<file path="config.mk">
export PLATFORM = sky130hd
export DESIGN_NAME = pipe_stage_regs
export DESIGN_NICKNAME = d
export VERILOG_FILES = /design/src/rtl/pipe_stage_regs.sv
export SDC_FILE = /design/constraint.sdc
export NUM_CORES = 1
export LEC_CHECK = 0
export CELL_PAD_IN_SITES_DETAIL_PLACEMENT = 1
export CELL_PAD_IN_SITES_GLOBAL_PLACEMENT = 2
export CORE_MARGIN = 2
export CORE_UTILIZATION = 23
export CTS_CLUSTER_SIZE = 20
export DETAILED_ROUTE_END_ITERATION = 12
export GPL_ROUTABILITY_DRIVEN = 0
export PLACE_DENSITY_LB_ADDON = 0.08
export REMOVE_ABC_BUFFERS = 1
export SKIP_LAST_GASP = 1
export SLEW_MARGIN = 10
export SYNTH_ARGS = -nofsm -noshare
export SYNTH_HDL_FRONTEND = slang
export SYNTH_SLANG_ARGS = --single-unit
</file>
<file path="constraint.sdc">
create_clock -name clk -period 2 [get_ports clk]
set_clock_uncertainty 0.05 [all_clocks]
set_input_delay 0.2 -clock clk [delete_from_list [all_inputs] [get_ports clk]]
set_output_delay 0.2 -clock clk [all_outputs]
set_load 0.05 [all_outputs]
</file>
<file path="src/rtl/pipe_stage_regs.sv">
// PC, IF/ID and ID/EX pipeline registers of the 5-stage RISC-V core, driven by the
// hazard unit's stall/flush requests, plus saturating stall/flush event counters.
module pipe_stage_regs #(
    parameter logic [31:0] RESET_PC  = 32'h0000_0000,
    parameter int          CTRL_W    = 12,
    parameter logic [31:0] NOP_INSTR = 32'h0000_0013,
    parameter int          CNT_W     = 16
) (
    input  logic              clk,
    input  logic              rst,

    // Hazard-unit requests. They are levels sampled on each rising edge and
    // take effect on that edge; there is no valid/ready handshake. Per stage:
    // rst beats flush, flush beats stall, stall beats load.
    input  logic              stallF,
    input  logic              stallD,
    input  logic              flushD,
    input  logic              flushE,

    // Fetch side
    input  logic [31:0]       PCNextF,
    input  logic [31:0]       InstrF,
    input  logic [31:0]       PCPlus4F,
    output logic [31:0]       PCF,

    // Decode side
    output logic [31:0]       InstrD,
    output logic [31:0]       PCD,
    output logic [31:0]       PCPlus4D,
    output logic              validD,
    input  logic [CTRL_W-1:0] ctrlD,
    input  logic [31:0]       RD1D,
    input  logic [31:0]       RD2D,
    input  logic [31:0]       ImmExtD,
    input  logic [4:0]        Rs1D,
    input  logic [4:0]        Rs2D,
    input  logic [4:0]        RdD,

    // Execute side
    output logic [CTRL_W-1:0] ctrlE,
    output logic [31:0]       RD1E,
    output logic [31:0]       RD2E,
    output logic [31:0]       ImmExtE,
    output logic [31:0]       PCE,
    output logic [31:0]       PCPlus4E,
    output logic [4:0]        Rs1E,
    output logic [4:0]        Rs2E,
    output logic [4:0]        RdE,
    output logic              validE,

    // Performance counters
    output logic [CNT_W-1:0]  stallCnt,
    output logic [CNT_W-1:0]  flushCnt
);

    localparam logic [CNT_W-1:0] CNT_MAX = '1;
    localparam logic [CNT_W-1:0] CNT_ONE = {{(CNT_W-1){1'b0}}, 1'b1};

    logic flush_event;
    logic stall_inc;
    logic flush_inc;

    assign flush_event = flushD | flushE;
    assign stall_inc   = stallF && (stallCnt != CNT_MAX);
    assign flush_inc   = flush_event && (flushCnt != CNT_MAX);

    // PC register
    always_ff @(posedge clk) begin
        if (rst) begin
            PCF <= RESET_PC;
        end else if (!stallF) begin
            PCF <= PCNextF;
        end
    end

    // IF/ID register
    always_ff @(posedge clk) begin
        if (rst || flushD) begin
            InstrD   <= NOP_INSTR;
            PCD      <= 32'h0;
            PCPlus4D <= 32'h0;
            validD   <= 1'b0;
        end else if (!stallD) begin
            InstrD   <= InstrF;
            PCD      <= PCF;
            PCPlus4D <= PCPlus4F;
            validD   <= 1'b1;
        end
    end

    // ID/EX register. A bubble zeroes RdE so the slot can never forward or write back;
    // under load-use (stallD & flushE) the held ID instruction re-enters EX next cycle.
    always_ff @(posedge clk) begin
        if (rst || flushE) begin
            ctrlE    <= '0;
            RD1E     <= 32'h0;
            RD2E     <= 32'h0;
            ImmExtE  <= 32'h0;
            PCE      <= 32'h0;
            PCPlus4E <= 32'h0;
            Rs1E     <= 5'd0;
            Rs2E     <= 5'd0;
            RdE      <= 5'd0;
            validE   <= 1'b0;
        end else begin
            ctrlE    <= ctrlD;
            RD1E     <= RD1D;
            RD2E     <= RD2D;
            ImmExtE  <= ImmExtD;
            PCE      <= PCD;
            PCPlus4E <= PCPlus4D;
            Rs1E     <= Rs1D;
            Rs2E     <= Rs2D;
            RdE      <= RdD;
            validE   <= validD;
        end
    end

    // Event counters count raw request cycles (not gated by valid) and stick at all-ones.
    always_ff @(posedge clk) begin
        if (rst) begin
            stallCnt <= '0;
            flushCnt <= '0;
        end else begin
            if (stall_inc) begin
                stallCnt <= stallCnt + CNT_ONE;
            end
            if (flush_inc) begin
                flushCnt <= flushCnt + CNT_ONE;
            end
        end
    end

endmodule

</file>
==> After elaboration in Yosys (flattened, before gate mapping) <==
Cells that the tools add are included.
{ "op_classes": {"n_reduce_logical": 4, "n_eq_ne": 2, "addsub": 2, "bitwise": 1} }
{ "ops": {"columns": ["operator", "n"], "rows": [
  ["adder 16 x 1 -> 16 bit (second input constant)", 2],
  ["!= test 16 bit (second input constant)", 2],
  ["logical AND 1 bit", 2],
  ["logical OR 1 bit", 2],
  ["bitwise OR 1 bit", 1]
]} }
{ "totals": {"ff_bits": 349, "input_bits": 225, "output_inout_bits": 349, "word_cells": 26} }

==> Longest topological paths before layout <==
Gate-level depths: netlist of the first run.
{ "depth": {"ltp_word": 2, "depth_mapped": 6, "depth_no_buf": 6} }

==> Worst setup path after synthesis of the first run <==
OpenSTA, ideal clock, no wires.
{ "synth_timing": {"path_kind": "flip-flop to flip-flop", "startpoint": "reg flushCnt[0]", "endpoint": "reg flushCnt[10]", "path_buffers": 0, "setup_time_ns": 0.071, "path_slack_ns": -0.188, "path_stages_with_launch": 7, "synth_period_minus_slack_ns": 2.188, "arrival_time_ns": 2.067, "required_time_ns": 1.879, "path_cell_list": "dfxtp_1 ha_1 o21a_1 nand3_1 or3_1 or3_1 a21oi_1"} }
{ "synth_between": {"elab_chain_len": 2, "elab_cells_between_ends": 3, "classes_between": "add/sub (1); eq/ne (1); reduce/logical (1)"} }
{ "synth_rtl": {"columns": ["element", "line_no", "rtl"], "rows": [
  ["from (decl)", "53", "output logic [CNT_W-1:0] flushCnt"],
  ["from (signal assigned)", "129", "flushCnt <= flushCnt + CNT_ONE;"],
  ["parallel branches: the longest is 2 deep, another holds adder 16 x 1 -> 16 bit", null, null]
]} }
Parallel ways; which one is timed is not known.
A chain may end at the register's enable or synchronous reset.

==> Worst setup path after layout of the first run <==
{ "layout_timing": {"startpoint": "reg ctrlE[3]", "endpoint": "out ctrlE[3]"} }
{ "layout_lines": {"columns": ["element", "line_no", "rtl"], "rows": [
  ["from (decl)", "40", "output logic [CTRL_W-1:0] ctrlE,"],
  ["from (signal assigned)", "106", "ctrlE <= ctrlD;"]
]} }
No word-level cell between the ends.

==> results of run 1 <==
-- kinds of logic after synthesis --
| logic type | Yosys count | synth area share [%] |
|---|---|---|
| buf+inv | 61 | 2.14 |
| fa+ha+maj | 2 | 0.226 |
| mux | 134 | 12.1 |
| xor+xnor | 14 | 1.11 |
| compound gates | 30 | 1.81 |
| flops | 349 | 63.0 |
| simple gates | 414 | 19.6 |
-- final cells by class --
cell class	count	area (sq um)
Inverter	7	26.3
Sequential cell	349	6990
Fill cell	5229	28700
Clock buffer	64	1280
Tap cell	615	769
Multi-Input combinational cell	594	3880
Antenna cell	6	15.0
Clock inverter	13	118
Timing Repair Buffer	614	5910
-- what timing repair did --
action                                  4_1_cts  5_1_grt
endpoints found under the setup margin      151       21
gates resized for setup                     151       20
cloned                                        0        0
endpoints found under the hold margin         8        0
hold buffers                                  1        0
-- layer usage --
| layer | wire length [um] | global-route usage (%) | up-vias |
|---|---|---|---|
| met5 | 52 | 0 | - |
| met4 | 1120 | 5.70 | 8 |
| met3 | 4710 | 7.99 | 71 |
| met2 | 23600 | 32.2 | 311 |
| met1 | 17100 | 19.0 | 4396 |
| li1 | - | - | 4485 |
-- through the flow --
step	hold slack, ns	utilization (%)	setup TNS (ns)	area, sq um	cells
floorplan	0.219	-	-426.57	10900	950
global placement	0.408	37.1	-0.119	17700	2178
detailed placement	0.417	37.1	-0.155	17700	2178
CTS	0.0251	39.7	0	18900	2256
global route	0.0696	39.8	0	19000	2257
finish	0.0630	39.9	0	19000	2262
-- cells in the final DEF (no fill, tap or decap), drive strengths merged, types with 2 or more instances in the layout --
cell,count
a21oi,10
ha,2
and3,3
nand4,9
and2,187
a2111oi,2
a31oi,3
dfxtp,349
nor4,4
buf,92
mux2i,134
nand2,16
dlygate4sd2,150
nand3,9
inv,7
a211oi,6
nor3,15
o21ai,6
clkbuf,64
dlymetal6s2s,18
xnor2,13
clkinvlp,2
nor2,156
or3,8
clkdlybuf4s50,352
or2,3
diode,6
clkinv,10
-- registers in the layout, indices dropped and copies added (netlist names), 12 cells and up --
name,flops
RD2E,32
PCF,32
PCE,32
PCPlus4D,32
RD1E,32
PCD,32
ImmExtE,32
stallCnt,16
flushCnt,16
ctrlE,12
PCPlus4E,32
InstrD,32
-- worst max-delay path by stage --
| stage | start | end | slack [ns] | cells past startpoint |
|---|---|---|---|---|
| 2_1_floorplan | flushE | ImmExtE[0] | -2.28 | 2 |
| 3_3_place_gp | flushE | flushCnt[10] | -0.07 | 6 |
| 3_5_place_dp | flushE | flushCnt[10] | -0.08 | 6 |
| 4_1_cts | PCPlus4E[21] | PCPlus4E[21] | 0.00007 | 1 |
| 5_1_grt | InstrD[11] | InstrD[11] | 0.002 | 1 |
| 6_report | ctrlE[3] | ctrlE[3] | 0.04 | 1 |
-- report_power, final --
group / internal (uW) / switching [uW]
clock: 4570 / 3110
sequential: 7170 / 97.8
combinational: 904 / 1260
total: 12600 / 4470
==> impl_metrics.ini, run 1 <==
[worst_setup_path]
critPathTopFamily = buffers and inverters
path_cells = clkdlybuf4s50_1
worstSetupPathType = reg2out
cp.arrival_ns = 1.71
end_kind = output pin
slowest_stage = clkdlybuf4s50_1
r2r_start = flushCnt[0]
start_kind = flip-flop
r2r-end = flushCnt[10]
rr_worst_depth = 6
worstPathRequired_ns = 1.75
crit_fanout = 1
cp_slowest_stage_delay_ns = 0.83
r2r_slack_ns = 0.16
critPathBufInv = 1

[global_route]
grt_first_pass_wirelength_mm = 66.3
grt_max_degree = 64
grt_usage_pct = 18.0
grt_pass1_vias = 9374
antenna_found_initial = 10
grt_remaining_overflow = 0

[logic_synthesis]
yosysSeqAreaShare_pct = 63.0
syn_avg_cell_area_sq_um = 11.0
yosysMostFrequentCell = dfxtp_1
synth_top_cells_by_count = dfxtp_1, and2_1, nor2_1, mux2i_1, clkbuf_1
synth.area.top_cells = dfxtp_1, mux2i_1, and2_1, nor2_1, clkbuf_1
synth_area_leader_cell = dfxtp_1
yosys_warnings = 0
syn_area_sq_um = 11100
synth-seq-cells = 349
synth-main-ff-cell = dfxtp_1
netlist_instances = 1004
synthDistinctLibCells = 39
synth.top_cell.area_share_pct = 63.0
synth_edf_count = 0
synth_async_sr_flop_share_pct = 0

[sta]
finalHoldViolCount = 0
slew_headroom_pct = 58.5
fmax_mhz = 511
period_share_pct = 97.8
tightest_slew_ns = 0.625
slew_viol_final = 0
rsz0062_at_grt = no
postLayoutSetupSlackWorst_ns = 0.0443
fin_crit_ns = 1.96
setup_viol = 0

[worst_hold_path]
hold-path-cell-count = 3
worstHoldEndpoint = PCPlus4D[1]
hp-class = in2reg
hp-start = stallD

[pwr]
p_leak_uw = 0.00859
power_density_nw_per_um2 = 901
totalPowerFinal_uw = 17100
peakVddDrop_uv = 533

[floorplan]
initial_utilization_pct = 23.3
die_x_um = 224
ios = 574
num_rows = 80
die_y_um = 224
die_area_sq_um = 50000
core_sq_um = 47600

[finish]
drive_gt1_share_pct = 10.5
fin_nets = 1836
areaGrowthSynthToFinish_pct = 71.3

[route]
wl_per_cell_um = 20.6
drc = 0
ant_nets = 0
dr.pass1.iters = 4
num_vias = 9271
vias_per_cell = 4.10
drt_iter0_drc = 334
routed_wirelength_mm = 46.6

[cts]
clkLatencyLatePin_ns = 0.56
cts_tree = yes
postCtsSetupRepairBufs = 0
h-tree-depth = 2
clk_pin_slew_ns = 0.06
cts_buffers = 43
clock-root-buffer = clkbuf_16
clockBufferDepth = 3
cts_num_sinks = 349

[outcome]
status = complete, no violations

[placement]
port_buffers = 573
dp_hpwl_mm = 35.9
pre_cts_slack_ns = -0.0839

[run]
max_cap_violations = 0
Note: power is estimated with default switching activity, not from simulation.
==> inputs of run 2 (changes only) <==
- ABC_AREA: default -> 1
- CORE_UTILIZATION: 23 -> 21
==> run 2 against run 1 <==
Effect of this change:
- global-route usage decreased by 0.089 points
- utilization decreased by 4.3 points
- via count increased by 16%
- clock power about the same
- cell count increased by 19%
- non-clock buffer count decreased by 15
- sequential power increased by 0.6%
- design area increased by 0.41%
- die area increased by 12%
- critical path type unchanged
- largest cell class unchanged
- largest power group unchanged
- highest routed layer unchanged
==> impl_metrics.ini, run 2 <==
[outcome]
status = complete, no violations

[floorplan]
die_y_um = 237
die_area_sq_um = 56000
die_x_um = 237
ios = 574
core_sq_um = 53600
num_rows = 85
initial_utilization_pct = 21.2

[placement]
postPlaceCellArea_sq_um = 17900
port_buffers = 573
dp_cells = 2605
dp_hpwl_mm = 39.4

[finish]
fin_cells = 2692
num-fill-cells = 6320
seq_area_sq_um = 6990
multiInputGateArea_sq_um = 3260
final_common_cell = dfxtp_1
final_core_util_pct = 35.6
fin_area_sq_um = 19100
fin_nets = 2183
drive_gt1_share_pct = 8.04
layout_common_cells = dfxtp_1, nor2_1, clkdlybuf4s50_1, inv_1, dlygate4sd2_1
areaGrowthSynthToFinish_pct = 67.9

[sta]
period_share_pct = 97.7
slew_headroom_pct = 58.3
slew_viol_final = 0
tightest_slew_ns = 0.628
setup_viol = 0
fmax_mhz = 512
fin_crit_ns = 1.95
hold_slack_ns = 0.0467
rsz0062_at_grt = no
finalHoldViolCount = 0

[global_route]
grt_pass1_vias = 11000
grt_remaining_overflow = 0
grt_usage_pct = 18.0
antenna_found_initial = 11
grt_max_degree = 65
grt_first_pass_wirelength_mm = 74.6

[logic_synthesis]
yosysSeqAreaShare_pct = 61.5
synth_edf_count = 0
yosysMostFrequentCell = dfxtp_1
yosys_warnings = 0
synth-main-ff-cell = dfxtp_1
synth.area.top_cells = dfxtp_1, nor2_1, inv_1, a21oi_1, nand2_1
synth_async_sr_flop_share_pct = 0
netlist_instances = 1379
syn_area_sq_um = 11400
synth_top_cells_by_count = dfxtp_1, nor2_1, inv_1, nand2_1, a21oi_1
synthDistinctLibCells = 24
syn_avg_cell_area_sq_um = 8.23
synth.top_cell.area_share_pct = 61.5
synth_area_leader_cell = dfxtp_1
synth-seq-cells = 349

[route]
drt_iter0_drc = 365
dr.pass1.iters = 6
vias_per_cell = 3.99
num_vias = 10700
ant_nets = 0
routed_wirelength_mm = 51.3
wl_per_cell_um = 19.1
drc = 0

[worst_setup_path]
end_kind = output pin
critPathTopFamily = buffers and inverters
rr_worst_depth = 5
worstSetupPathType = reg2out
cp.arrival_ns = 1.70
r2r_start = stallCnt[8]
cp_slowest_stage_delay_ns = 0.80
r2r_slack_ns = 0.33
crit_fanout = 2
path_cells = clkdlybuf4s50_1
critPathBufInv = 1
slowest_stage = clkdlybuf4s50_1
worstPathRequired_ns = 1.75
start_kind = flip-flop
r2r-end = stallCnt[3]

[cts]
clock-root-buffer = clkbuf_16
postCtsSetupRepairBufs = 0
cts_tree = yes
clk_pin_slew_ns = 0.06
clkLatencyLatePin_ns = 0.58
cts_num_sinks = 349
h-tree-depth = 2
clockBufferDepth = 3
cts_buffers = 44

[worst_hold_path]
worstHoldEndpoint = PCF[31]
hp-class = in2reg
hp-start = stallF
hold-path-cell-count = 3

[pwr]
power_density_nw_per_um2 = 910
p_leak_uw = 0.00905
peakVddDrop_uv = 563

[run]
max_cap_violations = 0
[run 2: cells by family (layout without fill, tap and decap cells)]
group,after synthesis,after routing,synth area share (%)
AO/OA/AOI/OAI,213,213,9.41
adder cells (fa/ha/maj),2,2,0.220
buffers and inverters,285,896,9.92
flip-flops,349,349,61.5
other,0,6,0
AND/OR/NAND/NOR,530,530,18.9
[run 2: repair_timing]
| action | 4_1_cts | 5_1_grt |
|---|---|---|
| resized for setup | 204 | 17 |
| hold buffers | 1 | 0 |
| setup endpoints to repair | 204 | 17 |
| hold endpoints to repair | 21 | 0 |
[run 2: where the power goes]
part	switching, uW	internal [uW]
combinational	1530	858
sequential	109	7200
clock	3170	4500
[run 2: final cells by class]
cell class	instances	share of cell area (%)
tap	696	4.57
clock inverter	13	0.499
multi-input combinational	745	17.1
inverter	217	4.27
timing repair buffer	599	30.0
clock buffer	67	6.81
sequential	349	36.6
antenna	6	0.0787
[run 2: how the worst max path moves through the flow]
stage / from / to / slack (ns) / cells past startpoint
final: InstrD[17] / InstrD[17] / 0.05 / 1
after global routing: ImmExtE[15] / ImmExtE[15] / 0.001 / 1
after CTS: InstrD[17] / InstrD[17] / 0.001 / 1
after detailed placement: flushD / flushCnt[8] / 0.20 / 8
after global placement: flushD / flushCnt[8] / 0.20 / 8
after floorplan: rst / ImmExtE[0] / -2.22 / 3
[run 2: tightest hold or removal path, cell delays in order]
cell and delay, ns:
buf_2 0.20, o21ai_0 0.18, nor2_1 0.04
[run 2: metal layers]
layer	vias to the layer above	share of wire (%)	GRT usage (%)	wire length, um
li1	5350	-	-	-
met1	4987	38	18.6	19300
met2	304	51	32.4	25900
met3	88	8.6	7.27	4410
met4	12	3.0	6.43	1540
met5	-	0.31	1.13	161
[run 2: stage by stage]
step | setup WS [ns] | power, uW | setup TNS, ns
after floorplan | -2.22 | 8710 | -461.77
after global placement | 0.198 | 9950 | 0
after detailed placement | 0.196 | 9980 | 0
after CTS | 0.00114 | 17800 | 0
after global routing | 0.000976 | 18100 | 0
final | 0.0450 | 17400 | 0
